## config.mk

```make
export PLATFORM = sky130hd
export DESIGN_NAME = traffic_phase_fsm
export DESIGN_NICKNAME = d
export VERILOG_FILES = /design/src/rtl/traffic_pkg.sv /design/src/rtl/traffic_phase_fsm_phase_lamp_decode.sv /design/src/rtl/traffic_phase_fsm.sv
export SDC_FILE = /design/constraint.sdc
export NUM_CORES = 1
export LEC_CHECK = 0
export CORE_MARGIN = 5
export CORE_UTILIZATION = 46
export CTS_CLUSTER_DIAMETER = 80
export DETAILED_ROUTE_END_ITERATION = 7
export PLACE_DENSITY_LB_ADDON = 0.15
export SYNTH_ARGS = -nofsm -noshare
export SYNTH_HDL_FRONTEND = slang
export SYNTH_SLANG_ARGS = --single-unit
```

## constraint.sdc

```tcl
create_clock -name clk -period 3.2 [get_ports clk]
set_input_delay 0.96 -clock clk [delete_from_list [all_inputs] [get_ports clk]]
set_output_delay 0.96 -clock clk [all_outputs]
set_load 0.05 [all_outputs]
```

## src/rtl/traffic_pkg.sv

```systemverilog
// Shared phase encodings, lamp patterns and the phase successor rule for the
// two-way intersection sequencer.
package traffic_pkg;

  typedef enum logic [2:0] {
    INIT  = 3'd0,
    NS_G  = 3'd1,
    NS_Y  = 3'd2,
    RED_A = 3'd3,
    EW_G  = 3'd4,
    EW_Y  = 3'd5,
    RED_B = 3'd6,
    FLASH = 3'd7
  } phase_t;

  localparam logic [2:0] LAMP_R   = 3'b100;
  localparam logic [2:0] LAMP_Y   = 3'b010;
  localparam logic [2:0] LAMP_G   = 3'b001;
  localparam logic [2:0] LAMP_OFF = 3'b000;

  // Night mode only diverts at all-red (or INIT/FLASH), so a green always
  // passes through yellow and all-red before flashing starts.
  function automatic phase_t next_phase(input phase_t p, input logic night_mode);
    next_phase = FLASH;
    case (p)
      INIT:    next_phase = night_mode ? FLASH : NS_G;
      NS_G:    next_phase = NS_Y;
      NS_Y:    next_phase = RED_A;
      RED_A:   next_phase = night_mode ? FLASH : EW_G;
      EW_G:    next_phase = EW_Y;
      EW_Y:    next_phase = RED_B;
      RED_B:   next_phase = night_mode ? FLASH : NS_G;
      FLASH:   next_phase = night_mode ? FLASH : RED_B;
      default: next_phase = FLASH;
    endcase
  endfunction

endpackage

```

## src/rtl/traffic_phase_fsm_phase_lamp_decode.sv

```systemverilog
// Combinational lamp decode: current phase plus flash blink state to one-hot
// {R,Y,G} patterns for both roads.
module phase_lamp_decode
  import traffic_pkg::*;
(
  input  traffic_pkg::phase_t phase,
  input  logic                blink,
  output logic [2:0]          ns_lamp,
  output logic [2:0]          ew_lamp
);

  always_comb begin
    ns_lamp = LAMP_R;
    ew_lamp = LAMP_R;
    case (phase)
      NS_G:  ns_lamp = LAMP_G;
      NS_Y:  ns_lamp = LAMP_Y;
      EW_G:  ew_lamp = LAMP_G;
      EW_Y:  ew_lamp = LAMP_Y;
      FLASH: begin
        ns_lamp = blink ? LAMP_Y : LAMP_OFF;
        ew_lamp = blink ? LAMP_Y : LAMP_OFF;
      end
      default: ;
    endcase
  end

endmodule

```

## src/rtl/traffic_phase_fsm.sv

```systemverilog
// Intersection phase sequencer: advances on countdown expiry and requests the
// countdown reload for the phase that follows the one just entered.
module traffic_phase_fsm
  import traffic_pkg::*;
#(
  parameter int unsigned COUNT_BITS = 8,
  parameter int unsigned GREEN_T    = 25,
  parameter int unsigned YELLOW_T   = 3,
  parameter int unsigned ALLRED_T   = 2,
  parameter int unsigned FLASH_T    = 1
) (
  input  logic                  clk,
  input  logic                  rst_n,
  input  logic                  tick,
  input  logic                  enable,
  input  logic                  night,
  input  logic                  timeout,
  output logic                  start,
  output logic [COUNT_BITS-1:0] count_from,
  output logic [2:0]            phase,
  output logic [2:0]            ns_lamp,
  output logic [2:0]            ew_lamp
);

  if (COUNT_BITS == 0 || GREEN_T == 0 || YELLOW_T == 0 ||
      ALLRED_T == 0 || FLASH_T == 0) begin : g_param_check
    $error("traffic_phase_fsm: parameters must all be >= 1");
  end

  phase_t state;
  phase_t plan;
  logic   night_q;
  logic   blink;
  logic   latch_pend;
  logic   start_pend;
  logic   enable_q;
  logic   adv;

  function automatic logic [COUNT_BITS-1:0] dur_of(input phase_t p);
    dur_of = '0;
    case (p)
      NS_G, EW_G:   dur_of = COUNT_BITS'(GREEN_T - 1);
      NS_Y, EW_Y:   dur_of = COUNT_BITS'(YELLOW_T - 1);
      RED_A, RED_B: dur_of = COUNT_BITS'(ALLRED_T - 1);
      FLASH:        dur_of = COUNT_BITS'(FLASH_T - 1);
      default:      dur_of = '0;
    endcase
  endfunction

  assign adv   = tick & timeout & enable;
  assign plan  = next_phase(state, night_q);
  assign phase = state;

  // Two-step reload pipeline after each boundary: latch night, then request
  // the reload using the plan derived from the freshly latched night level.
  // enable_q resets high so a release with enable already asserted does not
  // count as an enable rise.
  always_ff @(posedge clk or negedge rst_n) begin
    if (!rst_n) begin
      state      <= INIT;
      night_q    <= 1'b0;
      blink      <= 1'b0;
      latch_pend <= 1'b1;
      start_pend <= 1'b0;
      start      <= 1'b0;
      count_from <= '0;
      enable_q   <= 1'b1;
    end else begin
      enable_q <= enable;
      start    <= 1'b0;

      if (latch_pend) begin
        night_q    <= night;
        latch_pend <= 1'b0;
        start_pend <= 1'b1;
      end

      if (start_pend) begin
        start      <= 1'b1;
        count_from <= dur_of(plan);
        start_pend <= 1'b0;
      end else if (enable && !enable_q) begin
        start <= 1'b1;
      end

      if (adv) begin
        state      <= plan;
        latch_pend <= 1'b1;
        if (plan == FLASH) begin
          blink <= (state == FLASH) ? ~blink : 1'b0;
        end
      end
    end
  end

  phase_lamp_decode u_decode (
    .phase   (state),
    .blink   (blink),
    .ns_lamp (ns_lamp),
    .ew_lamp (ew_lamp)
  );

  a_no_double_green : assert property (
    @(posedge clk) disable iff (!rst_n)
    !((ns_lamp == LAMP_G) && (ew_lamp == LAMP_G))
  );

endmodule

```

==> results.rst <==
.. list-table::
   :header-rows: 1

   * - Metric
     - Value
   * - Outcome
     - finished, final reports clean
   * - Post-synthesis instance total
     - 69
   * - TritonCTS Sinks
     - 12
   * - Number of antenna violations at the first check in global routing
     - 0
   * - CTS tree
     - built
   * - Hold-critical path endpoint
     - start_pend
   * - CP Cell Sequence
     - inv_1 -> o21ai_1 -> clkdlybuf4s50_1
   * - Synth Register Bits
     - 12
   * - Most Crowded Layer GR
     - met2
   * - Part of the Yosys area used for sequential elements
     - 0.447
   * - Number of hold-repair buffers added at the cts stage
     - 0
   * - Residual antenna-violating net count after detailed routing
     - 0
   * - Ratio of cells with drive above 1 in the final layout
     - 0.151
   * - Ys Warns
     - 0
   * - Worst setup skew after layout
     - 2.95 ps
   * - Static leakage
     - between 0.3 and 0.4 nW
   * - Count of cells resized by post-cts repair
     - 0
   * - Reg-to-reg critical path endpoint
     - blink
   * - Number of DRC violations after detailed-routing iteration 0
     - 8
   * - Slew Viols, Final
     - 0
   * - Total setup violations reported at the end of the flow
     - 0
   * - Quantity of I/O buffers inserted on ports
     - 19
   * - Number of clock buffers inserted by TritonCTS
     - 3
   * - Maximum number of pins on one net before global-route repair
     - 17
   * - Number of nets in the final layout
     - between 90 and 100
   * - Avg WL per Cell
     - 13.3 um
   * - Global-route wire length before repair
     - roughly 2200 um
   * - Max-cap check violation count
     - 0
   * - Final Total Pwr
     - 0.000772 W
   * - Clock latency of the later-clocked register in the worst-skew pair
     - approximately 270 ps
   * - Post-detail-place hpwl
     - 939 um
   * - Worst Setup End Kind
     - output port
   * - Number of placement rows
     - 13
   * - Leading cell type in the layout, fill and taps excluded
     - sky130_fd_sc_hd__clkdlybuf4s50_1
   * - Count of filler cells inserted in the layout
     - approximately 120
   * - Area of the core
     - about 1400 um2
   * - Flop2flop setup slack
     - ~1900 ps
   * - CP Launch Type
     - flop
   * - Biggest cell delay along the critical path
     - about 850 ps
   * - Met2 track utilization from global routing
     - 0.170
   * - Class of the tightest hold or removal check
     - reg -> reg
   * - Remaining global-route overflow
     - 0
   * - Hold WS
     - 520 ps
   * - Avg Vias per Cell
     - 5.31
   * - Count of final hold-check violations
     - 0
   * - Root buf cell
     - sky130_fd_sc_hd__clkbuf_4
   * - Routed wire length
     - about 1300 um
   * - Diode count
     - 0
   * - Overall via count from detail_route
     - between 500 and 600
   * - GP Congestion
     - between 0.7 and 0.8
   * - Hold path start
     - latch_pend
   * - Commonest cells after routing, fill and taps aside
     - 18 x sky130_fd_sc_hd__clkdlybuf4s50_1, 10 x sky130_fd_sc_hd__dfrtp_1, 7 x sky130_fd_sc_hd__nor2_1
   * - All-Layer GR Usage
     - 0.117
   * - Width of the die
     - around 48 um
   * - Largest vdd supply drop
     - around 0.00054 V
   * - Critical Path Fanout Max
     - 15
   * - Netlist area before placement
     - roughly 680 um2
   * - Area grow syn2layout
     - 27.7%
   * - Max-Slew Margin vs Limit
     - 0.645
   * - Least-Margin Pin Slew
     - about 530 ps
   * - Via count of the first global-routing pass
     - between 400 and 500
   * - Asr flop ratio synth
     - 1.00
   * - Final critical-path share of the clock period
     - 0.967
   * - Logic depth of the worst register-to-register path
     - 3
   * - DR pass1 iterations
     - 4
   * - Clock period minus final worst setup slack
     - between 3000 and 4000 ps
   * - Area of the die
     - about 2300 um2
   * - Ports
     - 24
   * - Clock transition at path regs
     - 80 ps
   * - Critical Path RT
     - 2240 ps
   * - Maximum operating frequency
     - approximately 320 MHz
   * - Primary flip-flop cell chosen by synthesis mapping
     - sky130_fd_sc_hd__dfrtp_1
   * - M1 GR Usage
     - 0.153
   * - Cell depth of the worst hold path
     - 1
   * - Final cell utilization of the core
     - 0.640
   * - H-tree level count
     - 1
   * - Number of setup buffers added after CTS
     - 0
   * - Startpoint of the worst-slack reg-to-reg timing path
     - phase[0]
   * - Power density over the cells
     - 892 nW/um2
   * - Arrival @ worst endpoint
     - 2130 ps
   * - Effective utilization at floorplan
     - 0.501
   * - Slowest cell on the critical path
     - sky130_fd_sc_hd__clkdlybuf4s50_1
   * - Global Route met3 Usage
     - 0.0520
   * - DRC
     - 0
   * - Die Y-Extent
     - slightly below 50 um
   * - Maximum clock path buffer count
     - 2
   * - Synthesized area divided by synthesized cell count
     - 9.81 um2
   * - Critical setup path kind
     - reg -> out
   * - Number of enable flip-flop cells after synthesis
     - 0
   * - Post-synth cell types
     - 32
-- metrics by stage --
stage | instance area [um2] | setup WS [ps] | instances | TNS, ps
floorplan | 688 | 282 | 72 | 0
global placement | 826 | 422 | 97 | 0
detailed placement | 826 | 414 | 97 | 0
CTS | 862 | 113 | 101 | 0
global route | 865 | -5.20 | 101 | -5.20
finish | 865 | 107 | 101 | 0
-- metal layers --
layer / part of all wire / vias up
li1: - / 267
met1: 0.45 / 249
met2: 0.49 / 18
met3: 0.055 / 2
met4: 0.011 / 0
met5: 0 / -
-- worst max-delay path, delay by kind of cell, from the launching register on --
kind                   cells  cell delay [ps]
flip-flops                 1              630
AO/OA/AOI/OAI              1              200
buffers and inverters      2             1020
-- synth_stat cells, types with 2 or more instances --
cell type | instances | area, um2
sky130_fd_sc_hd__dfstp_2 | 2 | 52.6
sky130_fd_sc_hd__nor3b_2 | 2 | 25.0
sky130_fd_sc_hd__nand4b_1 | 2 | 17.5
sky130_fd_sc_hd__a31oi_1 | 2 | 12.5
sky130_fd_sc_hd__a21oi_1 | 3 | 15.0
sky130_fd_sc_hd__buf_6 | 2 | 22.5
sky130_fd_sc_hd__o211ai_1 | 2 | 15.0
sky130_fd_sc_hd__o22ai_1 | 2 | 12.5
sky130_fd_sc_hd__inv_1 | 3 | 11.3
sky130_fd_sc_hd__nand2_1 | 4 | 15.0
sky130_fd_sc_hd__buf_4 | 6 | 45.0
sky130_fd_sc_hd__inv_2 | 2 | 7.51
sky130_fd_sc_hd__nand3_1 | 2 | 10.0
sky130_fd_sc_hd__and3_1 | 2 | 12.5
sky130_fd_sc_hd__nor2_1 | 7 | 26.3
sky130_fd_sc_hd__dfrtp_1 | 10 | 250
-- state kept, by name, indices dropped and copies added (netlist names) --
name	flops
start	1
night_q	1
latch_pend	1
start_pend	1
blink	1
count_from	3
phase	3
enable_q	1
-- final cells by class --
type / instances / area (um2) / share of cell area
Sequential cell: 12 / 303 / 0.350
Multi-Input combinational cell: 46 / 295 / 0.342
Timing Repair Buffer: 19 / 193 / 0.223
Clock buffer: 4 / 36.3 / 0.0420
Inverter: 5 / 18.8 / 0.0217
Tap cell: 15 / 18.8 / 0.0217
-- report_power, final --
group | internal, W | switching [W]
clock network | 0.0000691 | 0.0000503
registers | 0.000185 | 0.0000633
logic | 0.000142 | 0.000262
-- cells by family after synthesis --
group | share of synthesized area
simple gates | 0.203
compound gates | 0.181
buf+inv | 0.133
flops | 0.447
xor+xnor | 0.0129
mux | 0.0166
other cells | 0.00554
-- how the worst max path moves through the flow --
stage / from / endpoint / depth (start not counted)
global route: phase[1] / ew_lamp[2] / 3
CTS: phase[0] / ns_lamp[1] / 4
global placement: phase[0] / ns_lamp[1] / 4
floorplan: phase[0] / ns_lamp[2] / 2
finish: phase[1] / ew_lamp[2] / 3
detailed placement: phase[0] / ns_lamp[1] / 4
Power figures use the tool's default switching activity.
